## config.mk

```make
export PLATFORM = sky130hd
export DESIGN_NAME = cla_arbiter
export DESIGN_NICKNAME = d
export VERILOG_FILES = /design/src/rtl/cla_arbiter.sv
export SDC_FILE = /design/constraint.sdc
export NUM_CORES = 1
export LEC_CHECK = 0
export BUFFER_PORTS_ARGS = -buffer_cell sky130_fd_sc_hd__buf_4
export CORE_AREA = 5 5 171 173
export CTS_CLUSTER_SIZE = 10
export DETAILED_ROUTE_END_ITERATION = 10
export DIE_AREA = 0 0 176 178
export HOLD_SLACK_MARGIN = 0.02
export MAX_ROUTING_LAYER = met4
export PLACE_DENSITY = 0.64
export SYNTH_ARGS = -nofsm -noshare
export SYNTH_HDL_FRONTEND = slang
export SYNTH_SLANG_ARGS = --single-unit
```

## constraint.sdc

```tcl
create_clock -name clk -period 5.2 [get_ports clk]
set_clock_uncertainty 0.2 [all_clocks]
set_input_delay 0.78 -clock clk [delete_from_list [all_inputs] [get_ports clk]]
set_output_delay 0.78 -clock clk [all_outputs]
set_load 0.02 [all_outputs]
```

## src/rtl/cla_arbiter.sv

```systemverilog
// Round-robin arbiter sharing one 32-bit KPG carry-lookahead adder between two requesters.
// Optional signed-overflow output enabled by defining CLA_ARB_OVF_EN.
module cla_arbiter #(
    parameter logic [7:0] KCODE = 8'h6B,
    parameter logic [7:0] GCODE = 8'h67
) (
    input  logic        clk,
    input  logic        rst_n,
    input  logic [1:0]  req_valid,
    output logic [1:0]  req_ready,
    input  logic [63:0] req_a0,
    input  logic [63:0] req_b0,
    input  logic [63:0] req_a1,
    input  logic [63:0] req_b1,
    input  logic [1:0]  req_cin,
    input  logic [1:0]  req_wide,
    output logic [31:0] add_a,
    output logic [31:0] add_b,
    output logic [7:0]  add_xin,
    input  logic [31:0] add_sum,
    input  logic [7:0]  add_xout,
    output logic        rsp_valid,
    input  logic        rsp_ready,
    output logic        rsp_id,
    output logic [63:0] rsp_sum,
    output logic        rsp_cout,
    output logic        rsp_ovf
);

    typedef enum logic [1:0] {IDLE, LO, HI, RSP} state_t;

    state_t      state_q, state_d;
    logic [63:0] a_q, a_d;
    logic [63:0] b_q, b_d;
    logic [63:0] sum_q, sum_d;
    logic        carry_q, carry_d;
    logic        wide_q, wide_d;
    logic        id_q, id_d;
    logic        last_q, last_d;
    logic        grant;
`ifdef CLA_ARB_OVF_EN
    logic        ovf_q, ovf_d;
`endif

    assign grant     = (&req_valid) ? ~last_q : req_valid[1];
    assign req_ready = (state_q == IDLE && req_valid[grant]) ? (2'b01 << grant) : 2'b00;

    // carry_q holds the request carry-in during LO, then the inter-pass carry during HI.
    always_comb begin
        add_a   = '0;
        add_b   = '0;
        add_xin = KCODE;
        if (state_q == LO || state_q == HI) begin
            add_a   = (state_q == LO) ? a_q[31:0] : a_q[63:32];
            add_b   = (state_q == LO) ? b_q[31:0] : b_q[63:32];
            add_xin = carry_q ? GCODE : KCODE;
        end
    end

    always_comb begin
        state_d = state_q;
        a_d     = a_q;
        b_d     = b_q;
        sum_d   = sum_q;
        carry_d = carry_q;
        wide_d  = wide_q;
        id_d    = id_q;
        last_d  = last_q;
`ifdef CLA_ARB_OVF_EN
        ovf_d   = ovf_q;
`endif
        case (state_q)
            IDLE: begin
                if (|req_ready) begin
                    a_d     = grant ? req_a1 : req_a0;
                    b_d     = grant ? req_b1 : req_b0;
                    carry_d = req_cin[grant];
                    wide_d  = req_wide[grant];
                    id_d    = grant;
                    last_d  = grant;
                    state_d = LO;
                end
            end
            LO: begin
                sum_d   = {32'd0, add_sum};
                carry_d = (add_xout == GCODE);
`ifdef CLA_ARB_OVF_EN
                ovf_d   = (a_q[31] == b_q[31]) && (add_sum[31] != a_q[31]);
`endif
                state_d = wide_q ? HI : RSP;
            end
            HI: begin
                sum_d[63:32] = add_sum;
                carry_d      = (add_xout == GCODE);
`ifdef CLA_ARB_OVF_EN
                ovf_d        = (a_q[63] == b_q[63]) && (add_sum[31] != a_q[63]);
`endif
                state_d      = RSP;
            end
            RSP: begin
                if (rsp_ready) state_d = IDLE;
            end
            default: state_d = IDLE;
        endcase
    end

    always_ff @(posedge clk) begin
        if (!rst_n) begin
            state_q <= IDLE;
            a_q     <= '0;
            b_q     <= '0;
            sum_q   <= '0;
            carry_q <= 1'b0;
            wide_q  <= 1'b0;
            id_q    <= 1'b0;
            last_q  <= 1'b1;
`ifdef CLA_ARB_OVF_EN
            ovf_q   <= 1'b0;
`endif
        end else begin
            state_q <= state_d;
            a_q     <= a_d;
            b_q     <= b_d;
            sum_q   <= sum_d;
            carry_q <= carry_d;
            wide_q  <= wide_d;
            id_q    <= id_d;
            last_q  <= last_d;
`ifdef CLA_ARB_OVF_EN
            ovf_q   <= ovf_d;
`endif
        end
    end

    assign rsp_valid = (state_q == RSP);
    assign rsp_id    = id_q;
    assign rsp_sum   = sum_q;
    assign rsp_cout  = carry_q;
`ifdef CLA_ARB_OVF_EN
    assign rsp_ovf   = ovf_q;
`else
    assign rsp_ovf   = 1'b0;
`endif

endmodule

```

==> metrics.md <==
| Metric | Value |
|---|---|
| Maximum buffer depth of the clock tree | `2` |
| Internal | `between 3 and 4 mW` |
| Switching power | `2.57 mW` |
| CTS Buf Count | `17` |
| Max H-tree Level | `4` |
| Crit path kind | `flop to output port` |
| DRC violations left | `0` |
| Yosys top cell area share | `41.1%` |
| CP max stage delay | `roughly 700 ps` |
| Vias | `9452` |
| Top Ports | `447` |
| Worst-margin pin slew | `1060 ps` |
| DR pass1 iterations | `5` |
| Syn Inst Count | `1042` |
| Metal-1 WL | `15000 µm` |
| RSZ-0062 raised after global routing | `false` |
| First-pass GRT wire length | `53200 µm` |
| Max Clk Rate | `284 MHz` |
| Nets | `1701` |
| Area of the multi-input gates | `5170 µm²` |
| Fin. max-slew vios | `0` |
| Maximum vdd ir drop | `0.453 mV` |
| GRT Residual Overflow | `0` |
| Max_slew headroom | `29.5%` |
| Status | `finished clean` |
| Mean post-synth cell area | `9.26 µm²` |
| Tot Pwr | `6.44 mW` |
| Max FO, Critical Path | `40` |
| Met3 routed WL | `2480 µm` |
| DP HPWL | `25200 µm` |
| Synth unique cells | `30` |
| Period utilization | `67.7%` |
| Most frequent cells in the layout | `453 x buf_4, 198 x dfxtp_1, 129 x a32o_1, 129 x a22oi_1, 123 x nor2_1` |
| Cts hold-fix bufs | `0` |
| Pleak | `5.70 nW` |
| Yosys synthesis warning count | `0` |
| Post-Syn Area | `9650 µm²` |
| Power per cell area | `473 nW/µm²` |
| Final setup vio count | `0` |
| Core ar. | `between 20000 and 30000 µm²` |
| Post-route setup TNS | `0 ps` |
| Max_cap viols | `0` |
| Fillers | `about 2700` |
| Largest net degree at the start of global routing | `98` |
| Final min period | `3520 ps` |
| Number of global-route vias before repair | `~9400` |
| Type of origin of the critical path | `flop` |
| Vias per inst | `5.40` |
| Initial Utilization | `between 30% and 40%` |
| Area Overhead vs Synth | `41.1%` |
| Initial antenna violation count | `1` |
| FF/Latch Area | `3960 µm²` |
| DRT Wirelength | `35900 µm` |
| Worst-path clk slew | `80 ps` |
| Crit path max-delay family | `buffers and inverters` |
| Die ar. | `31300 µm²` |
| Hold WS | `~280 ps` |
| Required time worst endpoint | `between 4000 and 5000 ps` |
| Most common cell after layout, fill and taps aside | `buf_4` |
| Critical Path AT | `2540 ps` |
| DR WL met2 | `17600 µm` |
| Hold Path Class | `flop to flop` |
| Chip height | `178 µm` |
| Sw Share | `between 40% and 50%` |
| Share of cells above drive strength 1 | `about a third` |
| Final ANT Viol Nets | `0` |
| Final Hold Vio Count | `0` |
| Flop pwr share | `32.4%` |
| Register area share after synthesis | `41.1%` |
| Design Area, Final | `13600 µm²` |
| Max layer used | `met4` |
| Most frequent cell on the critical path | `buf_4` |
| Die width | `176 µm` |
| Crit path cell chain | `inv_1 > ha_4 > buf_4 > mux2i_1 > nor2b_1 > buf_4` |
| CTS tree | `built` |
| Endpoint type of the worst setup path | `output port` |
| Synth top area cells | `dfxtp_1 41%, a32o_1 13%, mux2i_1 10%` |
| CTS Sinks | `198` |
| Flop and latch count out of synthesis | `198` |
| Gpl congestion | `0.879` |
| Number of gates resized after cts | `0` |
| DR WL/cell | `20.5 µm` |
| Rows | `61` |
| Worst skew pair latency | `430 ps` |
| Logic pwr share | `46.4%` |
| Setup repair bufs after CTS | `0` |
| Cell taking the most area after synthesis | `dfxtp_1` |
| CP max stage cell | `ha_4` |
| Bufs and invs on worst path | `3` |
| # port buffers | `439` |
| Total GRT Usage | `between 20 and 25%` |
| Number of DRC markers in iteration 0 | `620` |
| Placed cell area | `approximately 13000 µm²` |
| Clock Power Share | `21.2%` |
| CTS Root Cell | `clkbuf_16` |
worst paths after layout:
check                    from     endpoint  slack [ps]  cells after the start
hold / removal    rsp_sum[54]  rsp_sum[54]         280                      2
setup / recovery   state_q[1]     add_a[3]        1680                      6
hold reg to reg   rsp_sum[54]  rsp_sum[54]         280                      2
setup reg to reg   state_q[0]     rsp_cout        2160                      7
state kept, by name, summed over array words and instances, names as in the netlist:
signal,flops
a_q,64
b_q,64
rsp_sum,64
state_q,2
last_q,1
rsp_cout,1
rsp_id,1
wide_q,1
worst register-to-register path, stage by stage, from the launching register on:
cell and delay, ps:
dfxtp_1 360, inv_1 210, ha_4 790, buf_4 730
nor2_1 110, a21oi_1 180, o21ai_0 110, o221a_2 250
layer usage:
metal	up-vias	global-route usage, %
met2	337	37.1
met4	0	5.98
met5	-	-
met1	4525	26.4
li1	4553	-
met3	37	5.74
logic make-up after synthesis:
kind of cell / count (synthesis) / synth area share [%]
AO/OA/AOI/OAI: 303 / 26.0
adder cells (fa/ha/maj): 5 / 0.649
buffers and inverters: 134 / 5.99
flip-flops: 198 / 41.1
multiplexers: 98 / 10.2
other: 2 / 0.0779
AND/OR/NAND/NOR: 302 / 16.0
synthesized netlist by cell type, drive strengths merged:
library cell / n
a211oi: 1
o221a: 1
conb: 2
a21oi: 34
o21a: 1
and3: 2
nor2b: 107
a21boi: 3
inv: 5
clkbuf: 76
and2: 1
ha: 5
nor2: 123
nor4bb: 1
buf: 53
nand2b: 33
nand3: 33
mux2i: 98
dfxtp: 198
a32o: 129
nand2: 1
a221oi: 1
nand3b: 1
a22oi: 129
o21ai: 4
metrics by stage:
| stage | cells | setup WS, ps | util (%) |
|---|---|---|---|
| floorplan | 1047 | 2480 | - |
| global placement | 1718 | 2120 | 47.4 |
| detailed placement | 1718 | 2080 | 47.4 |
| CTS | 1749 | 1620 | 49.5 |
| global route | 1750 | 1540 | 49.5 |
| finish | 1750 | 1680 | 49.5 |
area by class of cell:
type                    count  share of cell area, %
repair buffers            454                   25.1
flip-flops and latches    198                   29.1
inverters                   5                  0.156
clock buffers              18                   3.23
well taps                 346                   3.18
clock inverters            13                   1.16
diodes                      1                 0.0184
multi-input cells         715                   38.0
power groups by stage:
stage,logic (mW),registers [mW],clock network [mW]
after floorplan,1.91,2.16,0
after global placement,3.00,2.11,0
after detailed placement,3.02,2.12,0
after CTS,3.03,2.09,1.40
after global routing,3.25,2.13,1.46
final,2.98,2.09,1.36
Power figures use the tool's default switching activity.
